**config.mk**
```make
export PLATFORM = sky130hd
export DESIGN_NAME = instruction_fetch_unit
export DESIGN_NICKNAME = d
export VERILOG_FILES = /design/src/rtl/instruction_fetch_unit.sv
export SDC_FILE = /design/constraint.sdc
export NUM_CORES = 1
export LEC_CHECK = 0
export BUFFER_PORTS_ARGS = -buffer_cell sky130_fd_sc_hd__buf_2
export CAP_MARGIN = 20
export CORE_MARGIN = 4
export CORE_UTILIZATION = 47
export DETAILED_ROUTE_END_ITERATION = 8
export GPL_ROUTABILITY_DRIVEN = 0
export GPL_TIMING_DRIVEN = 0
export PLACE_DENSITY = 0.71
export RECOVER_POWER = 50
export SYNTH_ARGS = -nofsm -noshare
export SYNTH_HDL_FRONTEND = slang
export SYNTH_SLANG_ARGS = --single-unit
```
**constraint.sdc**
```tcl
create_clock -name Clk -period 6.94 [get_ports Clk]
set_clock_uncertainty 0.05 [all_clocks]
set_input_delay 2.082 -clock Clk [delete_from_list [all_inputs] [get_ports Clk]]
set_output_delay 2.082 -clock Clk [all_outputs]
set_load 0.01 [all_outputs]
```
**src/rtl/instruction_fetch_unit.sv**
```systemverilog
// PC owner and fetcher into a 2-entry buffer; word fetched at cycle t is at the head at t+1.
// Backpressure: fetch stalls only when both entries are held and decode does not pop this cycle.
module instruction_fetch_unit #(
    parameter logic [31:0] RESET_PC  = 32'h0000_0000,
    parameter int          MEM_WORDS = 512
) (
    input  logic        Clk,
    input  logic        Reset,
    output logic [31:0] IM_Address,
    input  logic [31:0] IM_Instruction,
    input  logic        Redirect,
    input  logic [31:0] RedirectPC,
    output logic        Out_Valid,
    input  logic        Out_Ready,
    output logic [31:0] Out_Instruction,
    output logic [31:0] Out_PC,
    output logic [31:0] Out_PCPlus4,
    output logic        Fault
);

    localparam logic [30:0] MEM_LIMIT = 31'(MEM_WORDS);

    logic [31:0] pc_q, pc_d;
    logic        fault_q, fault_d;
    logic [1:0]  count_q, count_d;
    logic        rd_ptr_q, rd_ptr_d;
    logic        wr_ptr_q, wr_ptr_d;
    logic [31:0] instr_q [2];
    logic [31:0] pcbuf_q [2];

    logic legal;
    logic pop;
    logic push;

    assign legal = (pc_q[1:0] == 2'b00) && ({1'b0, pc_q[31:2]} < MEM_LIMIT);
    assign pop   = Out_Valid & Out_Ready;
    // Out_Ready feeds push so a full buffer can still accept a word while draining one.
    assign push  = ~Redirect & ~fault_q & legal & ((count_q != 2'd2) | pop);

    always_comb begin
        pc_d     = pc_q;
        fault_d  = fault_q;
        count_d  = count_q;
        rd_ptr_d = rd_ptr_q;
        wr_ptr_d = wr_ptr_q;
        if (Redirect) begin
            pc_d     = RedirectPC;
            count_d  = 2'd0;
            rd_ptr_d = 1'b0;
            wr_ptr_d = 1'b0;
            if (RedirectPC[1:0] != 2'b00) begin
                fault_d = 1'b1;
            end
        end else begin
            if (!legal) begin
                fault_d = 1'b1;
            end
            if (push) begin
                pc_d     = pc_q + 32'd4;
                wr_ptr_d = ~wr_ptr_q;
            end
            if (pop) begin
                rd_ptr_d = ~rd_ptr_q;
            end
            case ({push, pop})
                2'b10:   count_d = count_q + 2'd1;
                2'b01:   count_d = count_q - 2'd1;
                default: count_d = count_q;
            endcase
        end
    end

    always_ff @(posedge Clk or negedge Reset) begin
        if (!Reset) begin
            pc_q     <= RESET_PC;
            fault_q  <= 1'b0;
            count_q  <= 2'd0;
            rd_ptr_q <= 1'b0;
            wr_ptr_q <= 1'b0;
            for (int i = 0; i < 2; i++) begin
                instr_q[i] <= '0;
                pcbuf_q[i] <= '0;
            end
        end else begin
            pc_q     <= pc_d;
            fault_q  <= fault_d;
            count_q  <= count_d;
            rd_ptr_q <= rd_ptr_d;
            wr_ptr_q <= wr_ptr_d;
            if (push) begin
                instr_q[wr_ptr_q] <= IM_Instruction;
                pcbuf_q[wr_ptr_q] <= pc_q;
            end
        end
    end

    // Head fields read as zero while empty so a drained buffer looks like reset.
    assign IM_Address      = pc_q;
    assign Out_Valid       = (count_q != 2'd0);
    assign Out_Instruction = Out_Valid ? instr_q[rd_ptr_q] : 32'd0;
    assign Out_PC          = Out_Valid ? pcbuf_q[rd_ptr_q] : 32'd0;
    assign Out_PCPlus4     = Out_Valid ? (pcbuf_q[rd_ptr_q] + 32'd4) : 32'd0;
    assign Fault           = fault_q;

endmodule
```
==> results of run 1 <==
[cells by family (layout without fill, tap and decap cells)]
family,Yosys count,in the layout,synth area share [%]
fa+ha+maj,2,2,0.308
xor+xnor,11,11,1.19
buf+inv,50,278,3.44
compound gates,60,60,5.15
mux,177,177,23.6
flops,165,165,50.9
simple gates,235,235,15.4
[where the power goes]
group          total [uW]  internal [uW]  leakage, uW  switching (uW)
Clock                 874            506     0.000261             368
Sequential           1020            990      0.00220            26.5
Combinational         111           50.0      0.00222            61.3
[cells in the mapped netlist, drive strengths merged, types with 5 or more instances]
cell,instances
nor3,7
mux2i,65
inv,6
o41ai,5
a21oi,7
nor2,83
o21ai,19
nand2,34
clkbuf,15
xnor2,8
mux2,112
dfrtp,165
nor2b,47
and2,6
nand3b,6
nand4,12
nand3,10
and3,8
o31ai,9
nor4,10
buf,29
[routing by layer]
metal / track usage (%) / wire, um / vias to the layer above
li1: - / - / 2901
met1: 27.8 / 9060 / 2990
met2: 33.5 / 9270 / 187
met3: 6.24 / 1430 / 28
met4: 6.18 / 356 / 2
met5: 0 / 13 / -
[state kept, by name, indices dropped and copies added (netlist names)]
register    cells
instr_q        64
pcbuf_q        64
IM_Address     32
count_q         2
Fault           1
rd_ptr_q        1
wr_ptr_q        1
[through the flow]
stage	util (%)	setup WS, ns	power [uW]	instance area [um^2]
after floorplan	-	2.08	1080	8120
after global placement	56.0	1.21	1150	9380
after detailed placement	56.2	1.41	1160	9420
after CTS	59.4	0.950	2030	9960
after global routing	58.9	0.509	2080	9870
final	58.9	0.970	2000	9870
[worst paths after layout]
path                                   end  slack [ns]            from  cells after the start
min in group asynchronous      pcbuf_q[25]        2.56           Reset                      1
min reg2reg                    pcbuf_q[29]        0.45     pcbuf_q[29]                      1
max reg2reg                    instr_q[55]        4.19  IM_Address[21]                      5
max in group asynchronous   IM_Address[16]        1.45           Reset                      2
min                            pcbuf_q[29]        0.45     pcbuf_q[29]                      1
max                        Out_PCPlus4[26]        0.97        rd_ptr_q                     12
[worst max-delay path: stages, from the launching register on]
cell and delay (ns):
dfrtp_1 0.34, buf_6 0.17, buf_6 0.17, buf_2 0.32
buf_4 0.28, mux2_2 0.23, ha_1 0.15, inv_1 0.09
nor4_4 0.69, nand3_4 0.24, o31a_1 0.35, nor3_1 0.21
buf_2 0.17
[final cells by class]
class / count / area, um^2 / area share, %
plain buffers: 44 / 254 / 2.57
clock buffers: 21 / 460 / 4.66
clock inverters: 9 / 81.3 / 0.824
inverters: 6 / 22.5 / 0.228
multi-input cells: 485 / 3700 / 37.5
flip-flops and latches: 165 / 4130 / 41.8
well taps: 220 / 275 / 2.79
repair buffers: 198 / 948 / 9.60
==> results_dict.tcl, run 1 <==
set metrics [dict create \
    status "finished, violations left" \
    violations "max-capacitance violations, max-slew violations" \
    grt_usage_pct 20.9 \
    core-area_mm2 0.0168 \
    netlist_area_mm2 0.00812 \
    io_buffers 197 \
    diodes 0 \
    critical_path_required_ns 4.81 \
    dieArea_mm2 0.0194 \
    drt-total-wl_um 20100 \
    cap_viol_max_count 1 \
    dp.cells 1118 \
    ys.flop_type "dfrtp_1" \
    powerDensity_mw_per_mm2 203 \
    grt_pass1_wl_um 32900 \
    slew_headroom_pct -96.0 \
    hold_viol 0 \
    syn_inst 700 \
    grt_max_degree 111 \
    clk_latency_ns 0.42 \
    async_flop_share_pct 100 \
    fp.dieW_um 139 \
    drc 0 \
    cp-end-kind "output port" \
    first_global_vias 6309 \
    start_util_pct 48.4 \
    yosysTopAreaCell "dfrtp_1" \
    areaGrowthSynthToFinish_pct 21.7 \
    ys_seq_elements 165 \
    start_kind "register" \
    tightest_slew_ns 2.94 \
    drive_above_1_share_pct 35.7 \
    synth-edff-count 0 \
    first_iter_violations 279 \
    clockBufferDepth 2 \
    post_cts_resize_count 0 \
    yosysSeqAreaShare_pct 50.9 \
    numCtsBuffers 17 \
    finalSetupViolCount 0 \
    rsz0062_at_grt "no" \
    wire_per_inst_um 17.5 \
    final_max_slew_viol_count 57 \
    cts_hold_buf 0 \
    hold_slack_ns 0.447 \
    finalSetupTns_ns 0 \
    antenna_found_initial 1 \
    hpwl_um 14700 \
    fin_crit_sh_pct 86.0 \
    grt-ovfl-total 0 \
    period_minus_slack_ns 5.97 \
    cts_tree "built" \
    htreeDepth 4 \
    final_cell_mix "172 x buf_2, 165 x dfrtp_1, 104 x mux2_2" \
    synth_fp_nets 770 \
    fp.dieH_um 139 \
    via_per_inst 5.32 \
    peakVddDrop_mv 0.148 \
    num_io_pins 198 \
    fmax_ghz 0.167 \
    ys_warn_count 0 \
    layout.cells.non_filler 1148 \
    final_common_cell "buf_2" \
    fin_nets 987 \
    first_pass_iters 4 \
    path_max_fanout 10 \
    leakagePower_uw 0.00467 \
    ys_types 53 \
    min_path_type "register to register" \
    synth.area.top_cells "dfrtp_1 51%, mux2_2 14%, mux2i_1 7.9%, nor2_1 3.8%, nor2b_1 3.6%" \
    root_buffer "clkbuf_16" \
    ant_nets 0 \
    path_class "register to output port" \
    clk_pin_slew_ns 0.06 \
    cts_setup_buffers 0 \
    nFillCells 1417 \
    dr_total_vias 6108 \
    worstPathArrival_ns 3.84 \
    clock-sinks 165 \
    synth_area_per_cell_um2 11.6 \
    synth_top_area_share_pct 50.9 \
    fp-row-count 47 \
]
No activity file was read; power rests on OpenSTA's default activity.
==> run 2: changes to the inputs <==
- CELL_PAD_IN_SITES_DETAIL_PLACEMENT: not set -> 1
- CELL_PAD_IN_SITES_GLOBAL_PLACEMENT: not set -> 1
- CORE_UTILIZATION: 47 -> 45
- PLACE_DENSITY: 0.71 -> 0.84
- RECOVER_POWER: 50 -> 100
==> run 2 against run 1 <==
- the flow still finishes with violations (max-capacitance violations, max-slew violations)
- global-route usage increased by 3.1 points
- count of clock-buffer cells in the layout down 1
- hold slack better by 0.0073 ns
- combinational power increased by 7%
- first-iteration DRC count grew 8.2%
- critical path depth did not move
- largest cell class unchanged
==> results_dict.tcl, run 2 (synthesized netlist as in run 1, its figures left out) <==
set metrics [dict create \
    status "finished, violations left" \
    violations "max-capacitance violations, max-slew violations" \
    areaGrowthSynthToFinish_pct 20.0 \
    worstPathCellList "buf_6, buf_6, buf_2, buf_4, mux2_1, ha_1, inv_1, nor4_4, nand3_1, o31a_1, nor3_1, buf_2" \
    cap_viol_max_count 2 \
    cts_hold_buf 0 \
    first_global_vias 7079 \
    core-area_mm2 0.0175 \
    min_to "instr_q[8]" \
    leakagePower_uw 0.00426 \
    final_max_slew_viol_count 57 \
    period_minus_slack_ns 6.34 \
    hold_viol 0 \
    drive_above_1_share_pct 24.1 \
    io_buffers 197 \
    clock-sinks 165 \
    rsz0062_at_grt "no" \
    path_max_fanout 10 \
    start_util_pct 46.4 \
    p_switching_uw 482 \
    wire_per_inst_um 20.4 \
    grt_pass1_wl_um 38400 \
    fin_total_pwr_uw 2060 \
    numCtsBuffers 17 \
    fp.dieW_um 142 \
    tightest_slew_ns 2.62 \
    clk_pin_slew_ns 0.06 \
    powerDensity_mw_per_mm2 212 \
    r2r-start "IM_Address[28]" \
    final_common_cell "dfrtp_1" \
    start_kind "register" \
    max_stage_delay_ns 0.69 \
    layout.cells.non_filler 1155 \
    post_cts_resize_count 0 \
    first_iter_violations 302 \
    cts_setup_buffers 0 \
    finalSetupTns_ns 0 \
    grt_max_degree 121 \
    r2r-end "instr_q[62]" \
    min_path_type "register to register" \
    fin_nets 987 \
    cp_top_family "simple AND/OR/NAND/NOR gates" \
    fin_crit_sh_pct 91.3 \
    fp.dieH_um 142 \
    num_io_pins 198 \
    r2r_slack_ns 2.86 \
    path_class "register to output port" \
    cts_tree "built" \
    clockBufferDepth 2 \
    fmax_ghz 0.158 \
    clkPwrFrac_pct 44.9 \
    hpwl_um 16800 \
    final_cell_mix "165 x dfrtp_1, 154 x clkbuf_1, 96 x mux2_2" \
    p_int_uw 1580 \
    dieArea_mm2 0.0202 \
    cp-end-kind "output port" \
    reg2regPathDepth 5 \
    whs_path_depth 1 \
    root_buffer "clkbuf_16" \
    clk_latency_ns 0.43 \
    fin_util_pct 55.7 \
    ant_nets 0 \
    slew_headroom_pct -74.6 \
    fp-row-count 48 \
    antenna_found_initial 3 \
    drc 0 \
    first_pass_iters 4 \
    grt_usage_pct 24.0 \
    diodes 0 \
    via_per_inst 5.51 \
    htreeDepth 4 \
    worstHoldStart "instr_q[8]" \
    dp.cells 1123 \
    worstPathArrival_ns 4.21 \
    peakVddDrop_mv 0.158 \
    dr_total_vias 6361 \
    cp_slowest_cell "nor4_4" \
    grt-ovfl-total 0 \
    drt-total-wl_um 23600 \
    cp_num_buf_inv 6 \
    critical_path_required_ns 4.81 \
    combinationalPowerShare_pct 5.8 \
    finalSetupViolCount 0 \
    power_frac_seq_pct 49.4 \
    p_sw_share_pct 23.4 \
]
run 2: cell count changes in the layout (fill, tap and decap cells not counted), moves of 4 or more:
cell | previous run | this run
mux2_1 | 8 | 16
buf_2 | 172 | 84
mux2_2 | 104 | 96
buf_6 | 6 | 2
clkbuf_1 | 57 | 154
buf_4 | 8 | 3
run 2: worst register-to-register path: cells and delay by family (launching register included):
family | cells | cell delay [ns]
buf+inv | 1 | 0.60
simple gates | 3 | 2.46
flops | 1 | 0.41
mux | 1 | 0.43
run 2: area by class of cell:
cell class	instances	area [um^2]
flip-flops and latches	165	4130
plain buffers	44	194
multi-input cells	485	3660
inverters	6	22.5
fillers	1973	7740
repair buffers	198	870
clock buffers	20	447
well taps	225	282
clock inverters	12	130
run 2: power groups by stage:
stage / Sequential [uW] / Combinational [uW] / Clock [uW]
floorplan: 1040 / 42.3 / 0
global placement: 1030 / 118 / 0
detailed placement: 1030 / 126 / 0
CTS: 1020 / 128 / 943
global route: 1020 / 133 / 982
finish: 1020 / 119 / 925
run 2: routing by layer:
layer / GRT usage, % / routed length (um)
met1: 29.7 / 9740
met2: 40.6 / 11600
met3: 7.36 / 1770
met4: 7.35 / 416
met5: 0 / 34
run 2: worst max path at each step:
stage | start | endpoint | slack (ns) | cells after the start
floorplan | rd_ptr_q | Out_PCPlus4[26] | 2.08 | 11
global placement | Reset | instr_q[20] | 1.19 | 1
detailed placement | rd_ptr_q | Out_PCPlus4[26] | 1.38 | 12
CTS | rd_ptr_q | Out_PCPlus4[26] | 0.87 | 12
global route | rd_ptr_q | Out_PCPlus4[26] | 0.33 | 12
finish | rd_ptr_q | Out_PCPlus4[26] | 0.60 | 12
run 2: through the flow:
step	instance area [um^2]	worst slack (ns)	hold slack [ns]
floorplan	8120	2.08	0.414
global placement	9380	1.19	0.431
detailed placement	9420	1.38	0.438
CTS	10000	0.874	0.458
global route	9740	0.331	0.468
finish	9740	0.602	0.454
